**config.mk**
```make
export PLATFORM = sky130hd
export DESIGN_NAME = ca_generation_engine
export DESIGN_NICKNAME = d
export VERILOG_FILES = /design/src/rtl/ca_generation_engine.sv
export SDC_FILE = /design/constraint.sdc
export NUM_CORES = 1
export LEC_CHECK = 0
export CORE_MARGIN = 4
export CORE_UTILIZATION = 46
export CTS_BUF_LIST = sky130_fd_sc_hd__clkbuf_8 sky130_fd_sc_hd__clkbuf_16
export DETAILED_ROUTE_END_ITERATION = 8
export PLACE_DENSITY = 0.87
export SYNTH_ARGS = -nofsm -noshare
export SYNTH_HDL_FRONTEND = slang
export SYNTH_SLANG_ARGS = --single-unit
```
**constraint.sdc**
```tcl
create_clock -name clk -period 1.9 [get_ports clk]
set_input_delay 0.38 -clock clk [delete_from_list [all_inputs] [get_ports clk]]
set_output_delay 0.38 -clock clk [all_outputs]
set_load 0.01 [all_outputs]
```
**src/rtl/ca_generation_engine.sv**
```systemverilog
// Sequential driver for a 1-D cellular-automaton ring: applies a 4-bit neighbour
// rule once per clock for a latched generation count, stopping early on a fixed point.
module ca_generation_engine #(
  parameter int WIDTH = 8,
  parameter int CNT_W = 8
) (
  input  logic             clk,
  input  logic             reset,
  input  logic             start,
  input  logic             abort,
  input  logic [WIDTH-1:0] seed,
  input  logic [3:0]       rule,
  input  logic [CNT_W-1:0] gens,
  output logic [WIDTH-1:0] state,
  output logic [CNT_W-1:0] gen_count,
  output logic             busy,
  output logic             done,
  output logic             fixed_pt
);

  typedef enum logic [1:0] {
    S_IDLE = 2'd0,
    S_RUN  = 2'd1,
    S_DONE = 2'd2
  } fsm_t;

  fsm_t             r_fsm;
  fsm_t             w_fsm_nxt;
  logic [WIDTH-1:0] r_state;
  logic [CNT_W-1:0] r_gen_count;
  logic [3:0]       r_rule;
  logic [CNT_W-1:0] r_gens;
  logic             r_fixed_pt;

  logic [WIDTH-1:0] w_next;
  logic [CNT_W-1:0] w_gen_inc;
  logic             w_load;
  logic             w_step;
  logic             w_fix;

  // Each cell looks at itself and its left-hand neighbour; cell WIDTH-1 wraps to cell 0.
  always_comb begin
    // NOTE: every combinational output gets a default before any branch so no latch is inferred.
    w_next = '0;
    for (int i = 0; i < WIDTH; i++) begin
      w_next[i] = r_rule[{r_state[(i + 1) % WIDTH], r_state[i]}];
    end
  end

  assign w_gen_inc = r_gen_count + 1'b1;

  always_comb begin
    w_fsm_nxt = r_fsm;
    w_load    = 1'b0;
    w_step    = 1'b0;
    w_fix     = 1'b0;
    case (r_fsm)
      S_IDLE: begin
        if (start) begin
          w_load    = 1'b1;
          w_fsm_nxt = (gens == '0) ? S_DONE : S_RUN;
        end
      end
      S_RUN: begin
        if (abort) begin
          w_fsm_nxt = S_IDLE;
        end else if (w_next == r_state) begin
          w_fix     = 1'b1;
          w_fsm_nxt = S_DONE;
        end else begin
          w_step = 1'b1;
          if (w_gen_inc == r_gens) w_fsm_nxt = S_DONE;
        end
      end
      S_DONE:  w_fsm_nxt = S_IDLE;
      default: w_fsm_nxt = S_IDLE;
    endcase
  end

  always_ff @(posedge clk) begin
    // NOTE: sequential state uses non-blocking assignments so every register samples pre-edge values.
    if (reset) r_fsm <= S_IDLE;
    else       r_fsm <= w_fsm_nxt;
  end

  always_ff @(posedge clk) begin
    if (reset) begin
      r_state     <= '0;
      r_gen_count <= '0;
      r_rule      <= '0;
      r_gens      <= '0;
      r_fixed_pt  <= 1'b0;
    end else if (w_load) begin
      r_state     <= seed;
      r_gen_count <= '0;
      r_rule      <= rule;
      r_gens      <= gens;
      r_fixed_pt  <= 1'b0;
    end else if (w_step) begin
      r_state     <= w_next;
      r_gen_count <= w_gen_inc;
    end else if (w_fix) begin
      r_fixed_pt  <= 1'b1;
    end
  end

  assign state     = r_state;
  assign gen_count = r_gen_count;
  assign busy      = (r_fsm == S_RUN);
  assign done      = (r_fsm == S_DONE);
  assign fixed_pt  = r_fixed_pt;

endmodule

```
==> flow_summary.json, run 1 <==
{
  "n_fill_cell": 268,
  "critPathSlowestCell": "dfxtp_4",
  "cpPeakStageDelay_ns": 0.37,
  "die_x_um": 74.8,
  "h-tree-depth": 2,
  "hold_path.class": "reg2reg",
  "die_h_um": 74.8,
  "final_area_um2": 3340,
  "min_path_cells": 2,
  "clock_sinks": 31,
  "ioPinCount": 43,
  "max_freq_mhz": 487,
  "start_kind": "flop",
  "cp_max_fo": 6,
  "path_clk_slew_ns": 0.07,
  "core_region_area_um2": 4320,
  "tightest_slew_ns": 0.404,
  "fin_worst_skew_ns": 0.0132,
  "crit_chain": "buf_6 > mux2i_2 > buf_4 > a2bb2oi_1 > and4b_4 > a21oi_4 > buf_6 > nand4_1 > o211ai_1",
  "violations": "setup timing",
  "grt_first_pass_wirelength_um": 9890,
  "ys_seq_elements": 31,
  "antenna_found_initial": 0,
  "io_buffers": 42,
  "syn_area_um2": 2050,
  "setup_slack_ns": -0.152,
  "clockBufferDepth": 2,
  "synth_area_per_cell_um2": 8.83,
  "grt_usage_pct": 23.4,
  "final_cell_mix": "56 x buf_4, 41 x clkdlybuf4s50_1, 28 x nand2_1, 18 x dfxtp_1, 16 x a21oi_1",
  "fin_util_pct": 77.3,
  "fin_nets": 349,
  "grt_pass1_vias": 2180,
  "crit_type": "reg2reg",
  "gr-total-overflow": 0,
  "cts_tree": "built",
  "outcome": "complete, but fails checks",
  "start_util_pct": 47.4,
  "drive_above_1_share_pct": 42.8,
  "grt_max_degree": 19,
  "power_mw": 2.20,
  "rsz0062_at_grt": "true",
  "syn-num-nets": 257,
  "async_reset_ff_share_pct": 0,
  "drtIter0Drc": 153,
  "crit_top_cell": "buf_6",
  "powerDensity_nw_per_um2": 659,
  "first_pass_iters": 4,
  "rows": 24,
  "die_area_um2": 5590,
  "leakagePower_nw": 1.20,
  "drv_cap": 0,
  "r2r-end": "state[7]",
  "slew_viol_final": 0,
  "worst_ep_required_time_ns": 2.07,
  "drc": 0,
  "n_antenna_cell": 0,
  "gp_congestion": 0.852,
  "layout_commonest_cell": "buf_4",
  "clkPwrFrac_pct": 26.9,
  "pwr-share-comb_pct": 38.7,
  "p_int_mw": 1.47,
  "synth.area.top_cells": "dfxtp_1 30%, mux2i_1 13%, xnor2_1 6.4%",
  "slew-limit-headroom_pct": 72.9,
  "r2r_slack_ns": -0.15,
  "dp_hpwl_um": 4250,
  "fin_setup_tns_ns": -1.77,
  "cts_buffers": 5,
  "routed_via_density": 5.88,
  "irDropWorstVdd_mv": 0.550,
  "finalSetupViolations": 19,
  "critPathCaptureType": "flop",
  "synthFlopType": "dfxtp_1",
  "yosys.area.top_type": "dfxtp_1",
  "ys_warn_count": 0,
  "final-hold-violation-count": 0,
  "fin_hold_ws_ns": 0.475,
  "min_period_ns": 2.05,
  "switching_share_pct": 33.3,
  "post-route-period-util_pct": 108,
  "cts-root-buf": "clkbuf_8",
  "synth_cell_types": 49,
  "seqPwrFrac_pct": 34.5,
  "arrival_ns": 2.22,
  "synth_top_area_share_pct": 30.3,
  "area_growth_pct": 63.0,
  "reg2reg_from": "state[7]",
  "ant_nets": 0,
  "clock_latency_ns": 0.30,
  "finalWirelength_um": 7470,
  "routedWlPerCell_um": 19.8,
  "holdPathEnd": "r_gens[0]",
  "r2r_cells": 9,
  "p_switching_mw": 0.732,
  "dpl_cell_area_um2": 2840,
  "synthCells": 232,
  "vias": 2217,
  "synth_edf_count": 0,
  "holdCritStartpoint": "r_gens[0]",
  "yosysSeqAreaShare_pct": 30.3
}
[power groups by stage]
stage / sequential (mW) / combinational [mW] / clock (mW)
floorplan: 0.741 / 0.412 / 0
global placement: 0.754 / 0.631 / 0
detailed placement: 0.757 / 0.647 / 0
CTS: 0.749 / 0.713 / 0.592
global route: 0.764 / 0.897 / 0.616
finish: 0.759 / 0.851 / 0.591
[registers in the layout (all words and copies together), names as in the netlist]
register   flops
gen_count      8
state          8
r_gens         8
r_fsm          2
fixed_pt       1
r_rule         4
[worst max-delay path, delay by kind of cell, from the launching register on]
family	cells	cell delay, ns
buffers and inverters	3	0.41
AND/OR/NAND/NOR	2	0.44
AO/OA/AOI/OAI	3	0.44
flip-flops	1	0.37
multiplexers	1	0.26
[synthesized netlist by cell type, types with 2 or more instances]
| cell type | count |
|---|---|
| inv_1 | 4 |
| mux4_2 | 2 |
| nor3_1 | 9 |
| nor2b_1 | 2 |
| a21oi_1 | 16 |
| and2_1 | 2 |
| o21ai_0 | 2 |
| a211oi_1 | 7 |
| mux2i_1 | 27 |
| inv_2 | 2 |
| nand4_1 | 2 |
| buf_6 | 2 |
| clkbuf_1 | 7 |
| o22ai_1 | 2 |
| dfxtp_1 | 31 |
| a211oi_2 | 5 |
| nand2_1 | 28 |
| buf_2 | 8 |
| xor2_1 | 2 |
| o2bb2ai_1 | 4 |
| xnor2_1 | 15 |
| o211ai_1 | 2 |
| a2111oi_2 | 2 |
| buf_4 | 2 |
| nor2_1 | 13 |
| a2bb2oi_1 | 2 |
| or4_1 | 2 |
| and3_1 | 3 |
| nand3_1 | 6 |
| o41ai_1 | 2 |
[metrics by stage]
step / cells / setup WS, ns
2_1_floorplan: 232 / 0.0000753
3_3_place_gp: 354 / -0.205
3_5_place_dp: 354 / -0.249
4_1_cts: 366 / 0.00211
5_1_grt: 377 / -0.240
6_report: 377 / -0.152
[timing repair]
item	CTS	global route
gates resized for setup	23	44
pin swaps	7	21
cloned	1	1
buffers inserted	3	10
hold buffers	0	0
hold endpoints to repair	0	0
setup endpoints to repair	19	21
[how the worst max path moves through the flow]
stage              from            to  slack (ns)  cells past startpoint
6_report       state[7]      state[7]       -0.15                      9
5_1_grt        state[2]      state[5]       -0.24                      6
4_1_cts        state[7]  gen_count[4]       0.002                      9
3_5_place_dp    gens[0]      r_fsm[1]       -0.25                      6
3_3_place_gp    gens[0]      r_fsm[1]       -0.20                      6
2_1_floorplan  state[6]      state[4]     0.00008                      8
[layer usage]
metal  share of wire [%]  up-vias  track usage [%]
met5                   0        -                0
met4                 6.4        0             12.6
met3                 4.9       43             4.81
met2                  54       94             44.0
met1                  35     1055             24.1
li1                    -     1025                -
[layout make-up]
type,count,area [um2],area share [%]
multi-input cells,175,1590,47.5
inverters,6,22.5,0.674
flip-flops and latches,31,647,19.4
clock buffers,7,96.3,2.88
repair buffers,105,918,27.5
well taps,52,65.1,1.95
clock inverters,1,3.75,0.112
[kinds of logic after synthesis]
family                     Yosys count  share of synthesized area [%]
xor gates and xnor gates            17                           7.27
adders and majority gates            1                          0.610
muxes                               31                           16.5
DFF                                 31                           30.3
buffers and inverters               27                           6.59
AOI/OAI and AO/OA                   52                           19.8
and+or+nand+nor                     73                           18.9
Note: power is estimated with default switching activity, not from simulation.
==> run 2: changes to the inputs <==
CORE_UTILIZATION = 57   (was 46)
DONT_BUFFER_PORTS = 1   (was not set)
PLACE_DENSITY = 0.86   (was 0.87)
==> flow_summary.json, run 2 (synthesized netlist as in run 1, its figures left out) <==
{
  "clockBufferDepth": 2,
  "fin_hold_ws_ns": 0.138,
  "critPathSlowestCell": "dfxtp_4",
  "tightest_slew_ns": 0.384,
  "first_pass_iters": 6,
  "crit_top_cell": "buf_4",
  "fin_worst_skew_ns": 0.00827,
  "finalWirelength_um": 7420,
  "dpl_cell_area_um2": 2420,
  "grt_pass1_vias": 2044,
  "ant_nets": 0,
  "final-hold-violation-count": 0,
  "ioPinCount": 43,
  "start_kind": "flop",
  "grt_first_pass_wirelength_um": 9840,
  "die_h_um": 68.0,
  "leakagePower_nw": 1.00,
  "worst_ep_required_time_ns": 2.08,
  "final_cell_mix": "50 x buf_4, 28 x nand2_1, 20 x dfxtp_1, 15 x mux2i_1, 15 x a21oi_1",
  "cts-hold-fix-buffers": 0,
  "h-tree-depth": 2,
  "min_period_ns": 2.15,
  "outcome": "complete, but fails checks",
  "routed_via_density": 6.84,
  "crit_chain": "buf_4 > mux2i_1 > a2bb2oi_1 > and4b_4 > a21oi_4 > buf_4 > a21oi_1 > a211oi_1",
  "cts-root-buf": "clkbuf_8",
  "path_clk_slew_ns": 0.08,
  "hold_path.class": "in2reg",
  "powerDensity_nw_per_um2": 775,
  "fin_nets": 301,
  "grt_max_degree": 32,
  "pre_cts_ws_ns": -0.139,
  "slew_viol_final": 0,
  "p_int_mw": 1.46,
  "cts_buffers": 5,
  "path_buf_inv": 2,
  "drive_above_1_share_pct": 44.4,
  "power_mw": 2.18,
  "n_antenna_cell": 0,
  "start_util_pct": 60.0,
  "arrival_ns": 2.33,
  "gr-total-overflow": 0,
  "drv_cap": 0,
  "area_growth_pct": 37.2,
  "final_area_um2": 2810,
  "core_region_area_um2": 3420,
  "die_x_um": 68.0,
  "rows": 21,
  "final_cells": 323,
  "fin_setup_tns_ns": -2.54,
  "die_area_um2": 4620,
  "clkPwrFrac_pct": 32.6,
  "rsz0062_at_grt": "true",
  "antenna_found_initial": 0,
  "p_switching_mw": 0.716,
  "cts_tree": "built",
  "dp_hpwl_um": 4170,
  "placed_cells": 307,
  "pwr-share-comb_pct": 32.3,
  "gp_congestion": 0.896,
  "drc": 0,
  "switching_share_pct": 32.9,
  "seqPwrFrac_pct": 35.1,
  "critPathCaptureType": "flop",
  "vias": 2209,
  "finalSetupViolations": 19,
  "clock_sinks": 31,
  "setup_slack_ns": -0.249,
  "cp_max_fo": 6,
  "layout_commonest_cell": "buf_4",
  "violations": "setup timing",
  "irDropWorstVdd_mv": 0.505,
  "routedWlPerCell_um": 23.0,
  "cpPeakStageDelay_ns": 0.37,
  "max_freq_mhz": 465,
  "critical-path-top-delay-family": "compound AO/OA/AOI/OAI gates",
  "fin_util_pct": 82.3,
  "post-route-period-util_pct": 113,
  "n_fill_cell": 182,
  "slew-limit-headroom_pct": 74.3,
  "crit_type": "reg2reg",
  "clock_latency_ns": 0.30,
  "io_buffers": 0,
  "grt_usage_pct": 28.7,
  "drtIter0Drc": 364
}
==> run 2: power by group through the flow <==
| stage | sequential [mW] | combinational, mW | clock [mW] |
|---|---|---|---|
| floorplan | 0.741 | 0.412 | 0 |
| global placement | 0.758 | 0.523 | 0 |
| detailed placement | 0.761 | 0.543 | 0 |
| CTS | 0.750 | 0.583 | 0.692 |
| global route | 0.769 | 0.740 | 0.718 |
| finish | 0.766 | 0.704 | 0.709 |
==> run 2: layout make-up <==
class                   count  area [um2]  area share (%)
inverters                   6        22.5           0.801
repair buffers             58         465            16.5
clock buffers               6        82.6            2.94
well taps                  46        57.6            2.05
clock inverters             2        35.0            1.25
flip-flops and latches     31         642            22.8
multi-input cells         174        1510            53.6
==> run 2: worst paths after layout <==
path                                start   endpoint  slack [ns]  depth (start not counted)
worst min register to register  r_gens[3]  r_gens[3]        0.46                          2
worst min-delay path                reset  r_rule[0]        0.14                          1
worst max-delay path            r_rule[0]   state[3]       -0.25                          8
worst max register to register  r_rule[0]   state[3]       -0.25                          8
==> run 2: metal layers <==
metal	global-route usage, %	vias up	share of wire [%]
met1	35.4	1022	38
met4	17.9	0	5.5
met5	0	-	0
met2	44.6	204	45
li1	-	937	-
met3	7.06	46	12
==> run 2: timing repair <==
item                                    4_1_cts  5_1_grt
resized for setup                            19       32
endpoints found under the setup margin       19       19
setup buffers                                 5        5
hold endpoints to repair                      0        0
pin swaps                                    10       16
gates cloned                                  0        0
==> RTL change 1: new RTL, settings of run 1 <==
Reset style: asynchronous (`reset`), changed in 2 clocked blocks.
--- a/src/rtl/ca_generation_engine.sv
+++ b/src/rtl/ca_generation_engine.sv
@@ -79,3 +79,3 @@
 
-  always_ff @(posedge clk) begin
+  always_ff @(posedge clk or posedge reset) begin
     // NOTE: sequential state uses non-blocking assignments so every register samples pre-edge values.
@@ -85,3 +85,3 @@
 
-  always_ff @(posedge clk) begin
+  always_ff @(posedge clk or posedge reset) begin
     if (reset) begin
Check against the original RTL: differs if reset is asserted again (counterexample within 4 cycles, from zero or initial values and one cycle with reset high); with reset held inactive, the same outputs for 10 cycles.
==> RTL change 1 against run 1 <==
  * The run still ends with setup timing left
  * Sequential share of layout area is 4.7 points higher
  * Cell area is 2.6% lower
  * Sequential cell count stayed put
  * Synthesized area is 0.37% higher
  * Utilization is 2.5 points lower
  * Synthesized cell count is 9.1% lower
  * Setup slack worse by 130 ps
  * Die area is 0.32% higher
  * Routed wire length is 0.66% lower
  * Highest routed layer unchanged
Power is not compared: it rests on default switching activity, and its combinational part moved more than twofold at a synthesized area within 25%.
==> RTL change 1: results (changes against run 1) <==
Run status
  – Outcome: complete, but fails checks (unchanged)
  – Failing checks: setup timing (unchanged)

Place
  – Placed instance area: 2880 um^2 (was 2840 um^2)
  – Routability cong.: 0.879 (was 0.852)
  – Detailed placer's ending HPWL: 4450 um (was 4250 um)
  – DP Worst Slack: -320 ps (was -249 ps)

Cells and area
  – Share of layout cells above drive strength 1: 38.5% (was 42.8%)
  – Final #Nets: 336 (was 349)

GRT
  – Largest net degree at the start of global routing: 32 (was 19)
  – First-pass GRT wire length: 11100 um (was 9890 um)
  – Total track usage: 26.8% (was 23.4%)
  – Antenna violations before repair: 0 (unchanged)
  – Vias in the first global route: 2249 (was 2180)

Timing
  – Setup-failing EPs final: 19 (unchanged)
  – Fin worst setup slack: -279 ps (was -152 ps)
  – Relative slew margins: 72.4% (was 72.9%)
  – Layout Skew: 14.6 ps (was 13.2 ps)

Routing
  – Vias per cell: 6.35 (was 5.88)
  – DR iter-0 viols: 277 (was 153)
  – Detailed Routing Iterations Pass 1: 5 (was 4)
  – Routed length per instance: 20.4 um (was 19.8 um)

Synth
  – Yosys cell types: 52 (was 49)
  – Synth cell count leaders: 37 x nand2_1, 31 x dfrtp_1, 9 x a221o_1 (was 31 x dfxtp_1, 28 x nand2_1, 27 x mux2i_1)
  – Ranking of synthesized cells by area: dfrtp_1 38%, nand2_1 6.8%, mux4_2 5.5% (was dfxtp_1 30%, mux2i_1 13%, xnor2_1 6.4%)
  – Synth Warn #: 0 (unchanged)
  – Net count after synthesis: 236 (was 257)
  – Async SR Flop Fraction: 100% (was 0%)
  – Seq/Total Area, Yosys: 37.7% (was 30.3%)

Pwr
  – IR drop worst, VDD: 1.38 mV
  – P_sw: 2.22 mW

CTS
  – Num CTS Buffers: 5 (unchanged)
  – CTS Buffer Depth: 2 (unchanged)
  – # H-tree levels: 2 (unchanged)
  – Root Driver: clkbuf_8 (unchanged)

Worst setup path
  – Crit path DAT: 2360 ps (was 2220 ps)
  – Worst-path fanout max: 8 (was 6)

Min path
  – Worst hold path type: in -> async (was reg -> reg)
## RTL change 1: stage by stage
stage | std cells | power (mW) | setup TNS [ps] | utilization, %
2_1_floorplan | 211 | 2.77 | -2840 | -
3_3_place_gp | 343 | 3.80 | -2980 | 66.2
3_5_place_dp | 343 | 3.95 | -4500 | 66.2
4_1_cts | 358 | 4.97 | -1970 | 72.0
5_1_grt | 364 | 5.70 | -4670 | 74.7
6_report | 364 | 5.45 | -3780 | 74.7
## RTL change 1: kinds of logic after synthesis
kind of cell | after synthesis | synth area share [%]
and+or+nand+nor | 85 | 21.2
AOI/OAI and AO/OA | 40 | 14.8
DFF | 31 | 37.7
buffers and inverters | 24 | 5.47
muxes | 17 | 14.7
xor gates and xnor gates | 13 | 5.54
adders and majority gates | 1 | 0.608
## RTL change 1: worst max-delay path: stages (launching register included)
cell and delay, ps:
dfrtp_2 470, buf_4 150, a22o_1 230, a221oi_2 420, and4_4 330, buf_6 150, nor3_2 40, a221o_1 270
## RTL change 1: power groups by stage
stage | logic [mW] | clock network (mW) | registers (mW)
CTS | 3.09 | 0.692 | 1.18
global route | 3.72 | 0.735 | 1.24
finish | 3.53 | 0.696 | 1.22
floorplan | 1.65 | 0 | 1.12
global placement | 2.64 | 0 | 1.16
detailed placement | 2.75 | 0 | 1.20
## RTL change 1: area by class of cell
class | count | area (um^2)
multi-input combinational | 157 | 1310
fill | 265 | 1100
timing repair buffer | 110 | 953
sequential | 31 | 785
clock buffer | 6 | 82.6
tap | 52 | 65.1
clock inverter | 2 | 35.0
inverter | 6 | 22.5
## RTL change 1: final timing paths
| check | startpoint | to | slack, ps | cells past startpoint |
|---|---|---|---|---|
| setup / recovery | state[4] | gen_count[7] | -280 | 7 |
| hold / removal | reset | state[2] | 470 | 3 |
| setup reg to reg | state[4] | gen_count[7] | -280 | 7 |
| hold reg to reg | r_gens[2] | r_gens[2] | 500 | 2 |
| max in group asynchronous | reset | gen_count[0] | 1090 | 3 |
| min in group clk | r_gens[2] | r_gens[2] | 500 | 2 |
## RTL change 1: timing repair
action / in CTS / in global routing
gates resized for setup: 22 / 18
setup buffers: 7 / 5
hold endpoints to repair: 0 / 0
gates cloned: 0 / 1
setup endpoints to repair: 19 / 21
pin swaps: 7 / 11
## RTL change 1: metal layers
| metal | GRT usage (%) | share of wire, % |
|---|---|---|
| met4 | 14.2 | 5.9 |
| met3 | 7.08 | 10 |
| met5 | 0 | 0 |
| met1 | 32.7 | 36 |
| met2 | 43.5 | 48 |
==> RTL change 2: new RTL, settings of run 1 <==
Made on the original files. Set the parameter `CNT_W` to 12 (it was 8).
--- a/src/rtl/ca_generation_engine.sv
+++ b/src/rtl/ca_generation_engine.sv
@@ -4,3 +4,3 @@
   parameter int WIDTH = 8,
-  parameter int CNT_W = 8
+  parameter int CNT_W = 12
 ) (
Ports: changed (resized gen_count and gens); port bits go from 43 to 51. The function was not compared with the original's and may differ.
==> RTL change 2 against run 1 <==
  * The flow still finishes with violations (setup timing)
  * Sequential cell count rose by 8
  * Synthesized area rose by 27%
  * Routed wire length rose by 6.7%
  * Clock power rose by 27%
  * Combinational power fell by 8.3%
  * Total power rose by 13%
  * Setup slack improved by 140 ps
  * Fmax rose by 7.3%
  * Cell area rose by 12%
  * Critical path type unchanged
==> RTL change 2: results (changes against run 1) <==
Run status
  – Outcome: complete, but fails checks (unchanged)
  – Failing checks: setup timing (unchanged)

Cells and area
  – Share of layout cells above drive strength 1: 30.5% (was 42.8%)

Timing
  – Setup-failing EPs final: 4 (was 19)
  – Fin worst setup slack: -11.7 ps (was -152 ps)
  – Worst slew pin tran: 528 ps (was 404 ps)

Synth
  – Mean area per synthesized cell: 8.04 um^2 (was 8.83 um^2)
  – Seq/Total Area, Yosys: 30.1% (was 30.3%)
  – Yosys cell types: 59 (was 49)
  – Mux contribution to synthesized area: 7.27% (was 16.5%)
  – Ranking of synthesized cells by area: dfxtp_1 30%, nand2_1 7.7%, a21oi_1 6.7% (was dfxtp_1 30%, mux2i_1 13%, xnor2_1 6.4%)
  – Synth Area in XOR/XNOR: 4.38% (was 7.26%)

Place
  – Routability cong.: 0.880 (was 0.852)
  – Detailed placer's ending HPWL: 5570 um (was 4250 um)
  – Post-Place Cells: 473 (was 354)
  – Placed instance area: 3410 um^2 (was 2840 um^2)

Worst setup path
  – Max incr delay on CP: 510 ps (was 370 ps)
  – Crit path max-delay cell type: or4_4 (was dfxtp_4)
  – Crit path DAT: 2160 ps (was 2220 ps)

Min path
  – HP Start: r_gens[10] (was r_gens[0])
  – Hold Crit Endpoint: r_gens[10] (was r_gens[0])

Routing
  – DR iter-0 viols: 234 (was 153)
  – Vias per cell: 5.89 (was 5.88)

Pwr
  – IR drop worst, VDD: 0.401 mV (was 0.550 mV)

GRT
  – Vias in the first global route: 2709 (was 2180)
-- RTL change 2: final cells by class --
type                            instances  area, um^2
Clock buffer                            6        82.6
Clock inverter                          2        38.8
Fill cell                             396        1750
Inverter                                3        11.3
Multi-Input combinational cell        251        1710
Sequential cell                        39         818
Tap cell                               72        90.1
Timing Repair Buffer                  112        1000
-- RTL change 2: per-layer routing --
metal | vias to the layer above | wire length, um | GRT usage (%)
li1 | 1357 | - | -
met1 | 1359 | 3400 | 26.9
met2 | 121 | 3840 | 35.3
met3 | 18 | 551 | 4.66
met4 | 0 | 175 | 8.32
met5 | - | 0 | 0
-- RTL change 2: power by group --
group | internal [mW] | switching [mW]
clock | 0.432 | 0.320
combinational | 0.398 | 0.382
sequential | 0.871 | 0.0821
total | 1.70 | 0.784
-- RTL change 2: per-stage QoR --
step | power (mW) | TNS [ps]
final | 2.48 | -18.9
after detailed placement | 1.66 | -1120
after global routing | 2.60 | -568
after floorplan | 1.39 | -11.5
after global placement | 1.64 | -339
after CTS | 2.42 | 0
